## src/rtl/fa_bist_pkg.sv

```systemverilog
// Shared types and widths for the full-adder BIST controller.
// The expected-response helper gives the 2-bit arithmetic sum of a vector.
package fa_bist_pkg;

  typedef enum logic [1:0] {
    IDLE = 2'd0,
    RUN  = 2'd1,
    DONE = 2'd2
  } state_t;

  localparam int NUM_VEC  = 8;
  localparam int VEC_W    = 3;
  localparam int SETTLE_W = 4;
  localparam int COUNT_W  = 4;

  localparam logic [COUNT_W-1:0] COUNT_MAX = COUNT_W'(NUM_VEC);
  localparam logic [VEC_W-1:0]   VEC_LAST  = VEC_W'(NUM_VEC - 1);

  function automatic logic [1:0] fa_sum(input logic [VEC_W-1:0] v);
    return {1'b0, v[2]} + {1'b0, v[1]} + {1'b0, v[0]};
  endfunction

endpackage

```

## src/rtl/fa_bist.sv

```systemverilog
// Exhaustive BIST for an external full adder: applies vectors 0..7, holds each
// SETTLE cycles, compares {co,s} against a+b+ci and records per-vector failures.
module fa_bist
  import fa_bist_pkg::*;
#(
  parameter int SETTLE = 2
) (
  input  logic         clk,
  input  logic         rst,
  input  logic         start,
  input  logic         abort,
  output logic         a,
  output logic         b,
  output logic         ci,
  input  logic         s,
  input  logic         co,
  output logic         busy,
  output logic         done,
  output logic         pass,
  output logic [7:0]   fail_mask,
  output logic [3:0]   fail_count
);

  localparam logic [SETTLE_W-1:0] SETTLE_INIT = SETTLE_W'(SETTLE - 1);

  state_t               state, state_nxt;
  logic [VEC_W-1:0]     vec, vec_nxt;
  logic [SETTLE_W-1:0]  cnt, cnt_nxt;
  logic [7:0]           mask, mask_nxt;
  logic [COUNT_W-1:0]   count, count_nxt;
  logic                 miss;

  always_ff @(posedge clk or posedge rst) begin
    if (rst) begin
      state <= IDLE;
    end else begin
      state <= state_nxt;
    end
  end

  always_ff @(posedge clk or posedge rst) begin
    if (rst) begin
      vec   <= '0;
      cnt   <= '0;
      mask  <= '0;
      count <= '0;
    end else begin
      vec   <= vec_nxt;
      cnt   <= cnt_nxt;
      mask  <= mask_nxt;
      count <= count_nxt;
    end
  end

  assign miss = ({co, s} != fa_sum(vec));

  always_comb begin
    state_nxt = state;
    vec_nxt   = vec;
    cnt_nxt   = cnt;
    mask_nxt  = mask;
    count_nxt = count;
    case (state)
      IDLE, DONE: begin
        // abort outranks start even where abort itself has nothing to stop
        if (start && !abort) begin
          state_nxt = RUN;
          vec_nxt   = '0;
          cnt_nxt   = SETTLE_INIT;
          mask_nxt  = '0;
          count_nxt = '0;
        end
      end
      RUN: begin
        if (abort) begin
          state_nxt = IDLE;
          vec_nxt   = '0;
          cnt_nxt   = '0;
        end else if (cnt != '0) begin
          cnt_nxt = cnt - 1'b1;
        end else begin
          if (miss) begin
            mask_nxt[vec] = 1'b1;
            count_nxt     = (count >= COUNT_MAX) ? count : count + 1'b1;
          end
          if (vec == VEC_LAST) begin
            state_nxt = DONE;
          end else begin
            vec_nxt = vec + 1'b1;
            cnt_nxt = SETTLE_INIT;
          end
        end
      end
      default: begin
        state_nxt = IDLE;
      end
    endcase
  end

  assign {a, b, ci}  = vec;
  assign busy        = (state == RUN);
  assign done        = (state == DONE);
  assign pass        = done && (count == '0);
  assign fail_mask   = mask;
  assign fail_count  = count;

endmodule

```

## config.mk

```make
export PLATFORM = sky130hd
export DESIGN_NAME = fa_bist
export DESIGN_NICKNAME = d
export VERILOG_FILES = /design/src/rtl/fa_bist_pkg.sv /design/src/rtl/fa_bist.sv
export SDC_FILE = /design/constraint.sdc
export NUM_CORES = 1
export LEC_CHECK = 0
export ABC_AREA = 1
export BUFFER_PORTS_ARGS = -buffer_cell sky130_fd_sc_hd__buf_2
export CORE_ASPECT_RATIO = 1.5
export CORE_MARGIN = 5
export CORE_UTILIZATION = 45
export CTS_CLUSTER_SIZE = 30
export DETAILED_ROUTE_END_ITERATION = 10
export PLACE_DENSITY = 0.67
export SLEW_MARGIN = 20
export SYNTH_ARGS = -nofsm -noshare
export SYNTH_HDL_FRONTEND = slang
export SYNTH_SLANG_ARGS = --single-unit
```

## constraint.sdc

```tcl
create_clock -name clk -period 2.1 [get_ports clk]
set_input_delay 0.21 -clock clk [delete_from_list [all_inputs] [get_ports clk]]
set_output_delay 0.21 -clock clk [all_outputs]
set_load 0.02 [all_outputs]
```

**Yosys cells after proc, flatten, opt, wreduce, memory -nomap -nowiden**

Cells that the tools add are included.

- Register bits after elaboration: 21
- Output and inout port bits: 18
- Bits of input ports: 6

- Magnitude comparators: 3
- Bitwise gates (word level): 1
- Equality and inequality tests: 13
- Multiplexer cells: 28
- Add/subtract/negate cells: 5
- Reductions and logical operators: 14

Operators by type and width:

| kind | count |
|---|---|
| two-way mux 4 bit | 9 |
| two-way mux 8 bit | 4 |
| one-hot mux 4 bit (2 select lines) | 2 |
| one-hot mux 8 bit (2 select lines) | 1 |
| two-way mux 3 bit | 4 |
| two-way mux 2 bit | 4 |
| inequality test 2 bit (second input constant) | 4 |
| OR 8 bit | 1 |
| inequality test 3 bit (second input constant) | 2 |
| one-hot mux 3 bit (2 select lines) | 1 |
| AND reduction 3 bit | 2 |
| AND reduction 6 bit | 1 |
| AND reduction 5 bit | 1 |
| adder 4 x 1 -> 4 bit (second input constant) | 1 |
| greater-or-equal comparator 4 bit (second input constant) | 1 |
| zero test 4 bit | 1 |
| less-than comparator 3 x 4 -> 1 bit (second input constant) | 1 |
| inequality test 4 bit (second input constant) | 1 |
| one-hot mux 2 bit (2 select lines) | 1 |
| AND reduction 4 bit | 1 |
| nonzero test 4 bit | 1 |
| subtractor 4 x 1 -> 4 bit (second input constant) | 1 |
| adder 3 x 1 -> 3 bit (second input constant) | 1 |
| demux 1 bit (select 3 bit) | 1 |
| 15 further kinds | 17 |

**Logic depth before layout (Yosys ltp)**

- Word-level depth: 9
- Mapped depth: 9
- Depth with buffers taken out: 9

**Worst setup path before layout**

OpenSTA, ideal clock, no wires.

- Path type: register -> register
- From: register vec[2]
- To: register count[0], in the netlist fail_count[0]
- Stages on the path, launching flop included: 9
- Library setup time: 0.118 ns
- Data required time: 1.982 ns
- Data arrival time: 1.708 ns
- Path slack: 0.274 ns
- Clock period less this slack: 1.826 ns
- Path buffers: 0
- Path through: dfrtp_1 fa_1 nand2_1 nand2_1 nor2_2 nor2_2 nand2_1 nand2_1 nand2_1

- Longest elaborated chain between the ends: 5

RTL lines:

| what | RTL line | RTL |
|---|---|---|
| from (decl) | fa_bist.sv:27 | `logic [VEC_W-1:0] vec, vec_nxt;` |
| from (signal assigned) | fa_bist.sv:48 | `vec <= vec_nxt;` |
| adder 1 x 1 -> 2 bit | fa_bist_pkg.sv:20 | `return {1'b0, v[2]} + {1'b0, v[1]} + {1'b0, v[0]};` |
| adder 2 x 1 -> 2 bit | fa_bist_pkg.sv:20 |  |
| inequality test 2 bit | fa_bist.sv:55 | `assign miss = ({co, s} != fa_sum(vec));` |
| inequality test 2 x 1 -> 1 bit (no source line) | - |  |
| AND reduction 6 bit (no source line) | - |  |
| to (signal assigned) | fa_bist.sv:51 | `count <= count_nxt;` |
| to (decl) | fa_bist.sv:30 | `logic [COUNT_W-1:0] count, count_nxt;` |

Every way passes these cells.
A chain may end at the register's enable or synchronous reset.

**Worst setup path in the final report**

- From: register vec[2]
- To: register count[3], in the netlist fail_count[3]

The elaborated chain is that of the path after synthesis.

==> metrics.txt <==
Port Buffer Count 23; net switching power 889 µW; Clock power frac 14.9%; largest net degree at the start of global routing 22; Final Max Slew Viols 0; Async SR Flop Fraction 100%; Int Pwr 934 µW; top post-synthesis cells by area dfrtp_1 40%, nand2_1 16%, nand3_1 10%, inv_1 7.6%, ha_1 4.7%; WL/cell 11.6 µm; Routed WL 2890 µm; Worst path most repeated cell nand2_1; Period minus WS final 1.88 ns; crit-path max cell delay 0.57 ns; setup bufs post-CTS 0; count leader, synth nand2_1; Post-Synthesis Cells 182; Starting Density 46.0%; first drt pass iteration count 4; hpwl dp 2230 µm; run status finished clean; sw frac 48.8%; Crit. End Element flip-flop; final net count 224; proportion of power drawn by combinational gates 52.6%; vias in the first global route 1239; Bufs on Longest Clock Path 2; Post-synth EDFFs 0; CP top delay family simple AND/OR/NAND/NOR gates; # DRC 0; # rows 24; synth cell count leaders 56 x nand2_1, 27 x inv_1, 27 x nand3_1; total core area 2880 µm²; Syn. warnings 0; gr ovfl total 0; Top FF cell, synth dfrtp_1; Max H-tree Level 1; area grow syn2layout 17.0%; total track usage 15.6%; setup TNS 0 ns; CP Class flip-flop to flip-flop; Buf/Inv on CP 0; worst setup margin 0.221 ns; Resize count post-CTS 0; crit start category flip-flop; cell leakage power 0.856 nW; Synth Area per Inst 7.28 µm²; final critical-path share of the clock period 89.5%; CP Data Arrival Time 2.04 ns; first-pass GRT wire length 5100 µm; Syn Std Cell Area 1330 µm²; TritonCTS buffer count 3; Synth cell types 26; antenna violations before repair 0; syn nets 194; remaining antenna violation count after routing 0; share of layout cells above drive strength 1 21.3%; DRT iter0 DRCs 34; met2 Usage GRT 26.1%; Die Ht 76.5 µm; vias per std cell 4.94; Worst IR Drop VDD 827 µV; Synth top area share 39.7%; root buffer cell clkbuf_8; Post-CTS Hold Fix Bufs 0; worst hold path class input port to asynchronous set/reset pin; crit-path cells fa_1 > nand2_1 > nand2_1 > nor2_2 > nor2_2 > nand2_1 > nand2_1 > nand2_1; Final Setup Violations 0; Die ar. 4150 µm²; grt peak-use layer met2; Sink Count 21; Pwr Total 1.82 mW; max_slew headroom 46.7%; ant diodes 0; vias 1235; Seq pwr share 32.5%; Max Freq 532 MHz; Tightest Pin Transition 0.799 ns; Req. time, crit path 2.26 ns; clk_skew 0.00651 ns; Skew-Pair Late Insertion Delay 0.26 ns; Final Hold Vio Count 0; RD Place Congestion 0.807; Placement Setup Slack 0.226 ns; RSZ-0062 raised after global routing no; CP max-delay cell fa_1; Power Density 1180 nW/µm²; cell taking the most area after synthesis dfrtp_1; met3 global-route usage 1.96%; Clock transition at path regs 0.08 ns; Yosys reg bits 21; die width 54.3 µm; Top Ports 24; met1 Use GR 19.9%; sequential fraction of the synthesis area 39.7%; crit-path max FO 8; CTS tree done; MaxCap Viol Count 0
-- path summary, 6_finish.rpt --
kind,start,end,slack [ns],cells after the start
min in group clk,start,state[0]$_DFFE_PP0P_,0.25,3
worst min register to register,fail_mask[4]$_DFFE_PP0P_,fail_mask[4]$_DFFE_PP0P_,0.50,2
max in group asynchronous,rst,fail_mask[7]$_DFFE_PP0P_,1.51,2
worst min-delay path,rst,state[0]$_DFFE_PP0P_,0.08,2
worst max-delay path,vec[2]$_DFFE_PP0P_,fail_count[3]$_DFFE_PP0P_,0.22,8
worst max register to register,vec[2]$_DFFE_PP0P_,fail_count[3]$_DFFE_PP0P_,0.22,8
-- cells by family (layout without fill, tap and decap cells) --
logic type / after synthesis / in the layout / share of synthesized area (%)
AOI/OAI and AO/OA: 16 / 16 / 6.61
xor gates and xnor gates: 2 / 2 / 1.32
adders and majority gates: 6 / 6 / 6.23
buffers and inverters: 32 / 61 / 9.82
DFF: 21 / 21 / 39.7
and+or+nand+nor: 105 / 105 / 36.4
-- cell type report --
cell class / instances / area, µm²
fillers: 297 / 1330
multi-input cells: 129 / 669
flip-flops and latches: 21 / 526
repair buffers: 27 / 145
inverters: 30 / 115
well taps: 39 / 48.8
clock buffers: 3 / 41.3
clock inverters: 1 / 5.00
-- worst register-to-register path, stage by stage (launching register included) --
cell,delay (ns)
dfrtp_1,0.41
fa_1,0.57
nand2_1,0.06
nand2_1,0.07
nor2_2,0.04
nor2_2,0.31
nand2_1,0.19
nand2_1,0.09
nand2_1,0.05
-- state kept, by name, summed over array words and instances, names as in the netlist --
signal	count
state	2
vec	3
fail_count	4
cnt	4
fail_mask	8
-- per-stage QoR --
stage	hold WS [ns]	util (%)	instance area [µm²]	instances
CTS	0.122	53.8	1550	250
detailed placement	0.405	52.2	1500	246
floorplan	0.187	-	1330	182
finish	0.0839	53.8	1550	250
global route	0.150	53.8	1550	250
global placement	0.395	52.2	1500	246
-- power groups by stage --
stage               combinational (mW)  clock, mW  sequential, mW
floorplan                        0.688          0           0.638
global placement                 0.937          0           0.595
detailed placement               0.970          0           0.600
CTS                              0.975      0.275           0.592
global route                      1.08      0.301           0.608
finish                           0.959      0.272           0.592
-- layer usage --
layer / up-vias / part of all wire [%]
met2: 21 / 53
li1: 631 / -
met4: 0 / 0.59
met5: - / 0
met3: 2 / 2.8
met1: 581 / 44
-- cells in the final DEF, fill, tap and decap left out, types with 2 or more instances in the layout --
| cell | count |
|---|---|
| inv_1 | 27 |
| a21oi_1 | 7 |
| nor2_4 | 2 |
| nor2_1 | 10 |
| buf_2 | 23 |
| nand2_2 | 2 |
| clkbuf_8 | 3 |
| nor2_2 | 3 |
| o21ai_1 | 2 |
| nand2_4 | 2 |
| o21ai_0 | 4 |
| buf_4 | 4 |
| inv_2 | 2 |
| nand2_1 | 56 |
| dfrtp_1 | 21 |
| nand3_1 | 27 |
| ha_1 | 5 |
Power figures use the tool's default switching activity.
